==> src/rtl/ram_load_ctrl.sv <==
// ram_load_ctrl
// Write-side front end for a single-port synchronous RAM. Three write sources
// share one registered write port, and at most one write is issued per clock:
//   - power-on clear sweep (only with RAM_LOAD_CLEAR_EN defined)
//   - download stream, buffered in a small FIFO
//   - CPU write strobe, captured in a one-entry holding register
// In RUN the FIFO has priority over the CPU. A starvation counter forces the
// pending CPU write out after CPU_SLOT consecutive FIFO writes.
//
// Optional feature macro: RAM_LOAD_CLEAR_EN (adds the CLEAR state and sweep counter)
//
// Ports:
//   clk, reset                   single clock, synchronous active-high reset
//   dl_valid/dl_ready            download beat handshake
//   dl_addr/dl_data              download beat payload
//   dl_done                      pulse: download stream ended
//   cpu_we/cpu_addr/cpu_din      CPU write strobe and payload
//   cpu_busy                     strobes ignored while high
//   ram_address/ram_nwe/ram_din  registered RAM write port (nwe active-low)
//   clearing                     clear sweep in progress
//   load_done                    every download write has been issued
module ram_load_ctrl #(
   parameter int unsigned DATA_BITS = 8,
   parameter int unsigned ADDR_BITS = 11,
   parameter int unsigned FIFO_LOG2 = 2,
   parameter int unsigned CPU_SLOT  = 4
) (
   input  logic                 clk,
   input  logic                 reset,
   input  logic                 dl_valid,
   output logic                 dl_ready,
   input  logic [ADDR_BITS-1:0] dl_addr,
   input  logic [DATA_BITS-1:0] dl_data,
   input  logic                 dl_done,
   input  logic                 cpu_we,
   input  logic [ADDR_BITS-1:0] cpu_addr,
   input  logic [DATA_BITS-1:0] cpu_din,
   output logic                 cpu_busy,
   output logic [ADDR_BITS-1:0] ram_address,
   output logic                 ram_nwe,
   output logic [DATA_BITS-1:0] ram_din,
   output logic                 clearing,
   output logic                 load_done
);

   localparam int unsigned DEPTH = 1 << FIFO_LOG2;
   localparam int unsigned PW    = FIFO_LOG2;
   localparam int unsigned CW    = FIFO_LOG2 + 1;
   localparam int unsigned SW    = $clog2(CPU_SLOT + 1);
   localparam logic [CW-1:0] CNT_FULL = {1'b1, {PW{1'b0}}};
   localparam logic [SW-1:0] SLOT_MAX = SW'(CPU_SLOT);

   logic [ADDR_BITS-1:0] fifo_addr_q [DEPTH];
   logic [DATA_BITS-1:0] fifo_data_q [DEPTH];
   logic [PW-1:0]        wr_ptr_q, wr_ptr_d, rd_ptr_q, rd_ptr_d;
   logic [CW-1:0]        count_q, count_d;
   logic                 dl_ready_q, dl_ready_d;
   logic                 cpu_full_q, cpu_full_d;
   logic                 cpu_busy_q, cpu_busy_d;
   logic [ADDR_BITS-1:0] cpu_addr_q, cpu_addr_d;
   logic [DATA_BITS-1:0] cpu_din_q, cpu_din_d;
   logic [SW-1:0]        starve_q, starve_d;
   logic                 done_seen_q, done_seen_d;
   logic                 load_done_q, load_done_d;
   logic [ADDR_BITS-1:0] ram_address_q, ram_address_d;
   logic                 ram_nwe_q, ram_nwe_d;
   logic [DATA_BITS-1:0] ram_din_q, ram_din_d;
   logic                 push, pop_fifo, issue_cpu, cpu_load, in_clear;

`ifdef RAM_LOAD_CLEAR_EN
   typedef enum logic {S_CLEAR, S_RUN} state_e;
   state_e               state_q, state_d;
   logic [ADDR_BITS-1:0] sweep_q, sweep_d;
   logic                 clearing_q;
   assign in_clear = (state_q == S_CLEAR);
   assign clearing = clearing_q;
`else
   assign in_clear = 1'b0;
   assign clearing = 1'b0;
`endif

   assign dl_ready    = dl_ready_q;
   assign cpu_busy    = cpu_busy_q;
   assign ram_address = ram_address_q;
   assign ram_nwe     = ram_nwe_q;
   assign ram_din     = ram_din_q;
   assign load_done   = load_done_q;

   always_comb begin
      // Handshakes use the registered ready/busy, so the FIFO can never overflow
      // and the holding register is never loaded while it is still full.
      push      = dl_valid && dl_ready_q;
      cpu_load  = cpu_we && !cpu_busy_q;
      pop_fifo  = !in_clear && (count_q != '0) && (starve_q < SLOT_MAX);
      issue_cpu = !in_clear && !pop_fifo && cpu_full_q;

      ram_nwe_d     = 1'b1;
      ram_address_d = ram_address_q;
      ram_din_d     = ram_din_q;

`ifdef RAM_LOAD_CLEAR_EN
      state_d = state_q;
      sweep_d = sweep_q;
      if (in_clear) begin
         ram_nwe_d     = 1'b0;
         ram_address_d = sweep_q;
         ram_din_d     = '0;
         sweep_d       = sweep_q + ADDR_BITS'(1);
         if (&sweep_q) state_d = S_RUN;
      end
`endif

      if (pop_fifo) begin
         ram_nwe_d     = 1'b0;
         ram_address_d = fifo_addr_q[rd_ptr_q];
         ram_din_d     = fifo_data_q[rd_ptr_q];
      end else if (issue_cpu) begin
         ram_nwe_d     = 1'b0;
         ram_address_d = cpu_addr_q;
         ram_din_d     = cpu_din_q;
      end

      rd_ptr_d = pop_fifo ? rd_ptr_q + PW'(1) : rd_ptr_q;
      wr_ptr_d = push     ? wr_ptr_q + PW'(1) : wr_ptr_q;
      count_d  = count_q;
      if (push && !pop_fifo)      count_d = count_q + CW'(1);
      else if (!push && pop_fifo) count_d = count_q - CW'(1);

      // Only FIFO writes made while a CPU write waits count towards starvation.
      starve_d = starve_q;
      if (issue_cpu || !cpu_full_q) starve_d = '0;
      else if (pop_fifo)            starve_d = starve_q + SW'(1);

      cpu_full_d = cpu_full_q;
      cpu_addr_d = cpu_addr_q;
      cpu_din_d  = cpu_din_q;
      if (issue_cpu) cpu_full_d = 1'b0;
      if (cpu_load) begin
         cpu_full_d = 1'b1;
         cpu_addr_d = cpu_addr;
         cpu_din_d  = cpu_din;
      end

      // A beat accepted together with dl_done is the final beat; any other
      // accepted beat reopens the download. Completion needs an empty FIFO
      // one cycle after the last pop.
      load_done_d = push ? 1'b0 : (load_done_q || (done_seen_q && (count_q == '0)));
      done_seen_d = push ? dl_done : (done_seen_q || dl_done);

      dl_ready_d = !in_clear && (count_d != CNT_FULL);
      cpu_busy_d = cpu_full_d || in_clear;
   end

   always_ff @(posedge clk) begin
      if (reset) begin
         wr_ptr_q      <= '0;
         rd_ptr_q      <= '0;
         count_q       <= '0;
         dl_ready_q    <= 1'b0;
         cpu_full_q    <= 1'b0;
         cpu_busy_q    <= 1'b1;
         cpu_addr_q    <= '0;
         cpu_din_q     <= '0;
         starve_q      <= '0;
         done_seen_q   <= 1'b0;
         load_done_q   <= 1'b0;
         ram_address_q <= '0;
         ram_nwe_q     <= 1'b1;
         ram_din_q     <= '0;
`ifdef RAM_LOAD_CLEAR_EN
         state_q       <= S_CLEAR;
         sweep_q       <= '0;
         clearing_q    <= 1'b1;
`endif
      end else begin
         wr_ptr_q      <= wr_ptr_d;
         rd_ptr_q      <= rd_ptr_d;
         count_q       <= count_d;
         dl_ready_q    <= dl_ready_d;
         cpu_full_q    <= cpu_full_d;
         cpu_busy_q    <= cpu_busy_d;
         cpu_addr_q    <= cpu_addr_d;
         cpu_din_q     <= cpu_din_d;
         starve_q      <= starve_d;
         done_seen_q   <= done_seen_d;
         load_done_q   <= load_done_d;
         ram_address_q <= ram_address_d;
         ram_nwe_q     <= ram_nwe_d;
         ram_din_q     <= ram_din_d;
`ifdef RAM_LOAD_CLEAR_EN
         state_q       <= state_d;
         sweep_q       <= sweep_d;
         clearing_q    <= in_clear;
`endif
      end
      if (push) begin
         fifo_addr_q[wr_ptr_q] <= dl_addr;
         fifo_data_q[wr_ptr_q] <= dl_data;
      end
   end

endmodule
==> config.mk <==
export PLATFORM = sky130hd
export DESIGN_NAME = ram_load_ctrl
export DESIGN_NICKNAME = d
export VERILOG_FILES = /design/src/rtl/ram_load_ctrl.sv
export SDC_FILE = /design/constraint.sdc
export NUM_CORES = 1
export LEC_CHECK = 0
export CORE_MARGIN = 2
export CORE_UTILIZATION = 50
export CTS_CLUSTER_DIAMETER = 150
export DETAILED_ROUTE_END_ITERATION = 8
export PLACE_DENSITY = 0.76
export SYNTH_ARGS = -nofsm -noshare
export SYNTH_HDL_FRONTEND = slang
export SYNTH_SLANG_ARGS = --single-unit
==> constraint.sdc <==
create_clock -name clk -period 3.35 [get_ports clk]
set_input_delay 0.5025 -clock clk [delete_from_list [all_inputs] [get_ports clk]]
set_output_delay 0.5025 -clock clk [all_outputs]
set_load 0.02 [all_outputs]
==> impl_metrics.tcl <==
set metrics [dict create \
    status "completed" \
    finalCritPeriodShare 0.625 \
    coreArea_sq_um 10100 \
    postSynthAreaPerCell_sq_um 14.6 \
    mostFrequentLayoutCells "76 x edfxtp_1, 64 x clkdlybuf4s50_1, 56 x dfxtp_1" \
    crit_family "buffers and inverters" \
    final_common_cell "edfxtp_1" \
    fp.dieH_um 105 \
    synth_edf_count 76 \
    crit_path_end_kind "output pin" \
    synth_ff_type "edfxtp_1" \
    intPower_mw 3.65 \
    drc 0 \
    ys_seq_area_frac 0.662 \
    antenna_cells 0 \
    area_growth_pct 24.0 \
    cts-htree-levels 4 \
    cts_buffer_depth 2 \
    ys_seq_elements 132 \
    crit_chain "clkdlybuf4s50_1" \
    cts-hold-fix-buffers 0 \
    syn-num-nets 402 \
    timing.rr.end "ram_address[3]" \
    cpPeakStageDelay_ns 0.65 \
    power_density_nw_per_um2 815 \
    hold_viol_final 0 \
    dp_hpwl_um 6080 \
    finalSetupTns_ns 0 \
    rsz0062_at_grt "no" \
    die_area_sq_um 11100 \
    cts_tree "built" \
    async_reset_ff_frac 0 \
    clock_latency_ns 0.50 \
    ctsResizeCount 0 \
    worstReg2RegStart "count_q[0]" \
    slew_headroom 0.162 \
    drive_gt1_frac 0.171 \
    slew_violations 0 \
    worst_pin_slew_ns 1.26 \
    power_frac_comb 0.262 \
    grt_max_degree 56 \
    io_pins 67 \
    hold_end "starve_q[0]" \
    grt_pass1_wl_um 15600 \
    clkPwrFrac 0.330 \
    place.gp.congestion 0.800 \
    grt.overflow.total 0 \
    cts-root-buf "clkbuf_8" \
    wl_per_cell_um 17.1 \
    fin_cells 564 \
    period_needed_ns 2.09 \
    critPathLaunchType "register" \
    placed_cells 532 \
    vias 2938 \
    seq_power_share 0.408 \
    setup_viol 0 \
    vias_per_cell 5.21 \
    cp_max_fo 7 \
    finalNetCount 466 \
    whs_ns 0.458 \
    critical_path_buf_inv_count 1 \
    post_synth_instance_area_sq_um 5140 \
    crit_required_ns 2.85 \
    reg2regPathDepth 7 \
    skew_ns 0.00959 \
    die_w_um 105 \
    reg2reg_slack_ns 1.28 \
    cts_sinks 132 \
    swShare 0.297 \
    row_count 37 \
    drtIter0Drc 152 \
    routed_wl_um 9650 \
    hold_path_class "register to register" \
    whs_path_depth 1 \
    p_sw_mw 1.54 \
    postCtsSetupBuffers 0 \
    power.total_mw 5.19 \
    dr.pass1.iters 7 \
    synth.distinct_cells 38 \
    start_util 0.507 \
    yosysWarnings 0 \
    path_clk_slew_ns 0.06 \
    grt_usage 0.185 \
    fmax_ghz 0.478 \
    arrival_ns 1.59 \
    ir_drop_v 0.000349 \
    crit_type "register to output pin" \
    critPathSlowestCell "clkdlybuf4s50_1" \
    grt_pass1_vias 3044 \
    postRouteAntennaNets 0 \
    worstHoldStart "starve_q[0]" \
    synthCells 351 \
    cts_made_buffers 17 \
    io_buffers 65 \
    cap_violations 0 \
    p_leak_nw 2.16 \
    antenna_found_initial 0 \
]
==> state kept, by name (all words and copies together) (netlist names), named ones only <==
signal       flops
cpu_addr_q      11
wr_ptr_q         2
ram_address     11
rd_ptr_q         2
done_seen_q      1
cpu_din_q        8
ram_din          8
fifo_data_q     32
dl_ready         1
cpu_full_q       1
cpu_busy         1
fifo_addr_q     44
count_q          3
ram_nwe          1
starve_q         3
load_done        1
==> power groups by stage <==
stage | logic [mW] | clock network [mW] | registers [mW]
floorplan | 0.957 | 0 | 2.18
global placement | 1.34 | 0 | 2.14
detailed placement | 1.36 | 0 | 2.15
CTS | 1.37 | 1.75 | 2.12
global route | 1.47 | 1.82 | 2.15
finish | 1.36 | 1.72 | 2.12
==> cell type report <==
type	count	area (sq um)
well taps	136	170
clock inverters	14	139
clock buffers	18	418
flip-flops and latches	132	3400
multi-input cells	192	1560
fillers	749	3770
repair buffers	68	668
inverters	4	15.0
==> per-stage QoR <==
step	worst slack (ns)	util	instance area (sq um)
after floorplan	1.74	-	5140
after global placement	1.37	0.573	5810
after detailed placement	1.32	0.573	5810
after CTS	1.23	0.628	6370
after global routing	1.10	0.628	6370
final	1.26	0.628	6370
==> logic make-up after synthesis <==
kind of cell | synth area share
AND/OR/NAND/NOR | 0.0809
XOR/XNOR | 0.0102
AO/OA/AOI/OAI | 0.0694
buffers and inverters | 0.0343
multiplexers | 0.123
other | 0.000730
adder cells (fa/ha/maj) | 0.0195
flip-flops | 0.662
==> per-layer routing <==
metal	GRT usage	routed length [um]	vias to the layer above
li1	-	-	1416
met1	0.245	4470	1439
met2	0.295	4690	77
met3	0.0476	424	6
met4	0.0695	65	0
met5	0	0	-
==> synthesized netlist by cell type, drive strengths merged (2+ instances only) <==
library cell,count,area (sq um)
edfxtp,76,2280
dfxtp,56,1120
nand2,45,169
nor2,30,128
a21oi,23,115
a211oi,19,193
mux2i,19,190
mux4,19,439
buf,16,135
ha,8,100
clkbuf,7,26.3
and3,4,30.0
inv,4,15.0
xnor2,4,35.0
and2,3,21.3
nor2b,3,21.3
nor3,3,26.3
o21ai,2,10.0
xor2,2,17.5
==> how the worst max path moves through the flow <==
stage | cells past startpoint | slack, ns | from | to
5_1_grt | 7 | 1.10 | count_q[1] | ram_address[3]
3_5_place_dp | 2 | 1.32 | dl_valid | fifo_addr_q[1][9]
2_1_floorplan | 8 | 1.74 | count_q[0] | dl_ready
4_1_cts | 1 | 1.23 | dl_ready | dl_ready
6_report | 1 | 1.26 | dl_ready | dl_ready
3_3_place_gp | 2 | 1.37 | dl_valid | fifo_addr_q[1][9]
No activity file was read; power rests on OpenSTA's default activity.
